<file path="src/rtl/cache_refill_ctrl.sv">
// cache_refill_ctrl
//
// Miss handler and fill writer for the 32-entry direct-mapped, word-granular
// cache. On a lookup miss it latches the address and reads the word from
// backing memory over a level req / pulse ack handshake. Each attempt has a
// TIMEOUT-cycle window; a timed-out attempt is followed by a one-cycle backoff
// and a retry, up to RETRIES extra attempts, after which a one-cycle fault
// pulse is raised. A successful read is written into the cache through the
// fill port, and the CPU is stalled until the refilled word hits.
//
// Ports:
//   clk          clock, all state changes on the rising edge
//   rst          synchronous reset, active-low
//   i_req        CPU lookup valid this cycle
//   i_addr       CPU lookup address, held stable while o_stall is high
//   i_hit        cache hit flag for i_addr
//   o_stall      CPU must hold the lookup and retry
//   o_mem_req    memory read request (level)
//   o_mem_addr   word-aligned memory read address
//   i_mem_ack    memory ack pulse, i_mem_rdata valid in the same cycle
//   i_mem_rdata  memory read data
//   o_fill_wen   cache fill write enable (one-cycle pulse)
//   o_fill_addr  fill address (latched miss address)
//   o_fill_data  fill data (captured read data)
//   o_err        one-cycle fault pulse once every attempt has timed out
//   o_miss_cnt   count of completed refills, wraps
module cache_refill_ctrl #(
  parameter int TIMEOUT = 16,
  parameter int RETRIES = 2
) (
  input  logic        clk,
  input  logic        rst,
  input  logic        i_req,
  input  logic [31:0] i_addr,
  input  logic        i_hit,
  output logic        o_stall,
  output logic        o_mem_req,
  output logic [31:0] o_mem_addr,
  input  logic        i_mem_ack,
  input  logic [31:0] i_mem_rdata,
  output logic        o_fill_wen,
  output logic [31:0] o_fill_addr,
  output logic [31:0] o_fill_data,
  output logic        o_err,
  output logic [31:0] o_miss_cnt
);

  // The timeout counter only needs to reach TIMEOUT-1; the retry counter
  // needs at least one bit even when no retries are configured.
  localparam int TW = $clog2(TIMEOUT);
  localparam int RW = (RETRIES < 1) ? 1 : $clog2(RETRIES + 1);
  localparam logic [TW-1:0] TO_LAST   = TW'(TIMEOUT - 1);
  localparam logic [RW-1:0] RETRY_MAX = RW'(RETRIES);

  typedef enum logic [2:0] {
    IDLE,
    REQ,
    BACKOFF,
    FILL,
    ERR
  } state_t;

  state_t        state;
  logic [TW-1:0] to_cnt;
  logic [RW-1:0] retry_cnt;
  logic [31:0]   addr_q;
  logic [31:0]   data_q;

  // Main controller. The pulse/level outputs are registered and are set on the
  // transition into the state that owns them, so o_mem_req is high exactly
  // while in REQ, o_fill_wen exactly in FILL and o_err exactly in ERR.
  // Memory acks are only looked at in REQ; everywhere else they fall through.
  always_ff @(posedge clk) begin
    if (!rst) begin
      state      <= IDLE;
      to_cnt     <= '0;
      retry_cnt  <= '0;
      addr_q     <= '0;
      data_q     <= '0;
      o_miss_cnt <= '0;
      o_mem_req  <= 1'b0;
      o_fill_wen <= 1'b0;
      o_err      <= 1'b0;
    end else begin
      o_fill_wen <= 1'b0;
      o_err      <= 1'b0;
      case (state)
        IDLE: begin
          if (i_req && !i_hit) begin
            addr_q    <= i_addr;
            to_cnt    <= '0;
            retry_cnt <= '0;
            o_mem_req <= 1'b1;
            state     <= REQ;
          end
        end
        REQ: begin
          // An ack arriving in the last cycle of the window still wins.
          if (i_mem_ack) begin
            data_q     <= i_mem_rdata;
            o_mem_req  <= 1'b0;
            o_fill_wen <= 1'b1;
            state      <= FILL;
          end else if (to_cnt == TO_LAST) begin
            o_mem_req <= 1'b0;
            if (retry_cnt < RETRY_MAX) begin
              retry_cnt <= retry_cnt + 1'b1;
              to_cnt    <= '0;
              state     <= BACKOFF;
            end else begin
              o_err <= 1'b1;
              state <= ERR;
            end
          end else begin
            to_cnt <= to_cnt + 1'b1;
          end
        end
        BACKOFF: begin
          o_mem_req <= 1'b1;
          state     <= REQ;
        end
        FILL: begin
          // The cache write lands at the end of this cycle, so the CPU sees a
          // hit on the next IDLE cycle.
          o_miss_cnt <= o_miss_cnt + 32'd1;
          state      <= IDLE;
        end
        ERR: begin
          state <= IDLE;
        end
        default: begin
          o_mem_req <= 1'b0;
          state     <= IDLE;
        end
      endcase
    end
  end

  // Stall is combinational so a miss holds the CPU in the very cycle it is
  // seen; the fault cycle releases the CPU so it can take the access fault.
  always_comb begin
    o_stall = 1'b0;
    case (state)
      IDLE:    o_stall = i_req & ~i_hit;
      REQ:     o_stall = 1'b1;
      BACKOFF: o_stall = 1'b1;
      FILL:    o_stall = 1'b1;
      ERR:     o_stall = 1'b0;
      default: o_stall = 1'b0;
    endcase
  end

  assign o_mem_addr  = {addr_q[31:2], 2'b00};
  assign o_fill_addr = addr_q;
  assign o_fill_data = data_q;

endmodule

</file>
<file path="config.mk">
export PLATFORM = sky130hd
export DESIGN_NAME = cache_refill_ctrl
export DESIGN_NICKNAME = d
export VERILOG_FILES = /design/src/rtl/cache_refill_ctrl.sv
export SDC_FILE = /design/constraint.sdc
export NUM_CORES = 1
export LEC_CHECK = 0
export ABC_AREA = 1
export CORE_ASPECT_RATIO = 1.4
export CORE_MARGIN = 10
export CORE_UTILIZATION = 39
export CTS_CLUSTER_DIAMETER = 120
export DETAILED_ROUTE_END_ITERATION = 6
export GPL_TIMING_DRIVEN = 0
export HOLD_SLACK_MARGIN = 0.1
export PLACE_DENSITY = 0.77
export SYNTH_ARGS = -nofsm -noshare
export SYNTH_HDL_FRONTEND = slang
export SYNTH_SLANG_ARGS = --single-unit
</file>
<file path="constraint.sdc">
create_clock -name clk -period 1.3 [get_ports clk]
set_input_delay 0.26 -clock clk [delete_from_list [all_inputs] [get_ports clk]]
set_output_delay 0.26 -clock clk [all_outputs]
set_load 0.05 [all_outputs]
</file>
==> impl_metrics.toml <==
[die]
rows = 48
die_h_um = 153
die_w_um = 115
dieArea_sq_um = 17700
core_sq_um = 12400
num_io_pins = 201
initial_core_util = 0.401

[yosys]
syn_area_per_cell_sq_um = 7.01
synth.top_cell.area_share = 0.436
synth_top_family_by_area = "simple AND/OR/NAND/NOR gates"
synth_top_flop_cell = "dfxtp_1"
yosysMostFrequentCell = "nor2_1"
yosys.area_share.adder = 0.00505
synth_xor_area_frac = 0.00883
synth_compound_gate_area_share = 0.102
yosysTopAreaCell = "dfxtp_1"
synth_seq_cells = 108
synth_edf_count = 0
synth-async-reset-ratio = 0
ys_seq_area_frac = 0.436
synth_cell_types = 32
synthMuxAreaShare = 0
synth-warning-count = 0
synth_common_cells = "nor2_1, nand2_1, dfxtp_1, nand3_1"
syn_inst = 707
synthTopCellsByArea = "dfxtp_1, nor2_1, nand2_1"
netlist_area_sq_um = 4960
synth-simple-area-share = 0.326

[setup_path]
path_common_cell = "buf_12"
cp_slowest_cell = "dfxtp_4"
criticalPathCategory = "reg -> reg"
critical_path.cell_chain = "inv_6, buf_12, nand2_4, nor2_4, buf_12, buf_12, clkbuf_16, nand3_1, a21oi_1"
cp-end-kind = "flip-flop"
cp_max_fo = 6
cp.required_ns = 1.58
critical-path-max-stage-delay_ns = 0.38
arrival_ns = 1.76
reg2reg_depth = 9
worst_setup_path_start_kind = "flip-flop"

[clock_tree]
worstSkewPairLatency_ns = 0.35
cts_tree = "built"
numCtsBuffers = 9
clk_pin_slew_ns = 0.07
root_buffer = "clkbuf_16"
cts_max_level = 3
clock_path_buffers = 2
ctsHoldBuffers = 0
clock_sinks = 108

[power]
intPower_w = 0.00562
p_comb_frac = 0.277
clockPowerShare = 0.305
leakagePower_nw = 3.59
p_sw_frac = 0.333
peakVddDrop_mv = 0.631
power_density_nw_per_um2 = 978
pwr-share-seq = 0.418
power.switching_w = 0.00281

[timing]
maxSlewViolCount = 0
setup_slack_ns = -0.178
final-setup-viol-count = 93
tightest_slew_ns = 0.835
max_slew_margin = 0.444
min_period_ns = 1.48
rsz0062_at_grt = "yes"
max_freq_ghz = 0.677
hold_viol = 0
skew_ns = 0.00605
fin_crit_sh = 1.14
fin_setup_tns_ns = -8.84

[global_route]
antenna_found_initial = 0
grt_max_degree = 18
grt_overflow = 0
grt_pass1_vias = 5413
grt_pass1_wl_mm = 27.7
grt_usage = 0.191

[placed_design]
place_inst = 1055
place_congestion = 0.908
dpl_cell_area_sq_um = 7240
dp_hpwl_mm = 13.0
place_ws_ns = -0.976
io_buffers = 197

[final_layout]
nFillCells = 1003
drive_gt1_frac = 0.512
syn_to_final_growth_pct = 73.8
stdcell_area_sq_um = 8620
finalNonFillerCells = 1119
antennaDiodeCount = 0
nets = 1035

[routing]
first_iter_violations = 297
vias = 5633
wl_per_cell_um = 17.5
ant_nets = 0
dr.pass1.iters = 4
drt_wl_total_mm = 19.5
drc = 0
via_per_inst = 5.03

[job]
maxCapViolCount = 0

[run_status]
violations = "negative setup slack"
outcome = "finished with violations"

[hold_path]
min_path_type = "in -> reg"
hold_path_depth = 3
-- state kept, by name, summed over array words and instances, names as in the netlist --
| signal | flops |
|---|---|
| o_mem_req | 1 |
| o_fill_wen | 1 |
| o_fill_addr | 32 |
| state | 3 |
| o_fill_data | 32 |
| to_cnt | 4 |
| retry_cnt | 2 |
| o_miss_cnt | 32 |
| o_err | 1 |
-- cells by family after synthesis --
group	after synthesis
compound gates	100
xor+xnor	5
fa+ha+maj	2
buf+inv	117
flops	108
other cells	1
simple gates	374
-- repair_timing --
item / in CTS / in global routing
cloned: 6 / 3
hold endpoints to repair: 0 / 0
setup endpoints to repair: 232 / 126
setup buffers: 22 / 19
gates resized for setup: 836 / 215
pin swaps: 29 / 74
-- path summary, 6_finish.rpt --
kind,from,to,slack (ns)
worst max-delay path,state[2],o_fill_data[3],-0.18
worst min-delay path,i_mem_ack,o_fill_data[0],0.40
worst max register to register,state[2],o_fill_data[3],-0.18
worst min register to register,o_miss_cnt[7],o_miss_cnt[7],0.47
-- per-stage QoR --
step           hold WS (ns)  utilization  total power (W)
4_1_cts               0.344        0.617          0.00813
6_report              0.397        0.697          0.00843
2_1_floorplan         0.395            -          0.00476
3_3_place_gp          0.447        0.585          0.00549
5_1_grt               0.410        0.697          0.00872
3_5_place_dp          0.453        0.585          0.00551
-- power by group through the flow --
stage / registers [W] / clock network [W] / logic, W
floorplan: 0.00397 / 0 / 0.000791
finish: 0.00352 / 0.00257 / 0.00234
CTS: 0.00351 / 0.00260 / 0.00202
global route: 0.00354 / 0.00273 / 0.00245
detailed placement: 0.00357 / 0 / 0.00193
global placement: 0.00357 / 0 / 0.00192
-- cells in the final DEF (no fill, tap or decap), types with 3 or more instances in the layout --
cell type          n
o21ai_0           15
nor3_1             3
buf_2             93
nand2_2           17
clkbuf_1           6
buf_8              7
nor2_4            42
dfxtp_2           23
a21oi_2           30
nand3_4           11
nand3_1           34
dfxtp_1           58
clkbuf_4           6
nand4_1            7
nor2_1            86
o21ai_1           14
buf_12             8
dfxtp_4           27
nand2_4            6
buf_4             81
inv_1             46
xor2_1             4
nand3_2           32
nor2_2            26
nand2_1          101
inv_2              5
a21oi_1           21
and2_1             3
o21ai_2           18
clkdlybuf4s50_1   65
inv_4              4
buf_6             28
clkbuf_16         12
clkbuf_2           8
-- routing by layer --
| metal | wire length (um) | GRT usage | up-vias |
|---|---|---|---|
| met5 | 0 | 0 | - |
| li1 | - | - | 2753 |
| met1 | 7220 | 0.203 | 2665 |
| met3 | 1410 | 0.0623 | 26 |
| met2 | 10600 | 0.348 | 189 |
| met4 | 283 | 0.0496 | 0 |
-- final cells by class --
type	instances	area [sq um]	share of cell area
clock buffer	11	233	0.0270
multi-input combinational	483	3120	0.362
clock inverter	5	33.8	0.00392
inverter	55	218	0.0253
sequential	108	2290	0.266
timing repair buffer	246	2020	0.235
buffer	61	509	0.0591
tap	150	188	0.0218
-- worst max-delay path: cells and delay by family (launching register included) --
family | cells | cell delay (ns)
flops | 1 | 0.38
simple gates | 3 | 0.29
compound gates | 1 | 0.15
buf+inv | 5 | 0.60
(Power assumes the default switching activity.)
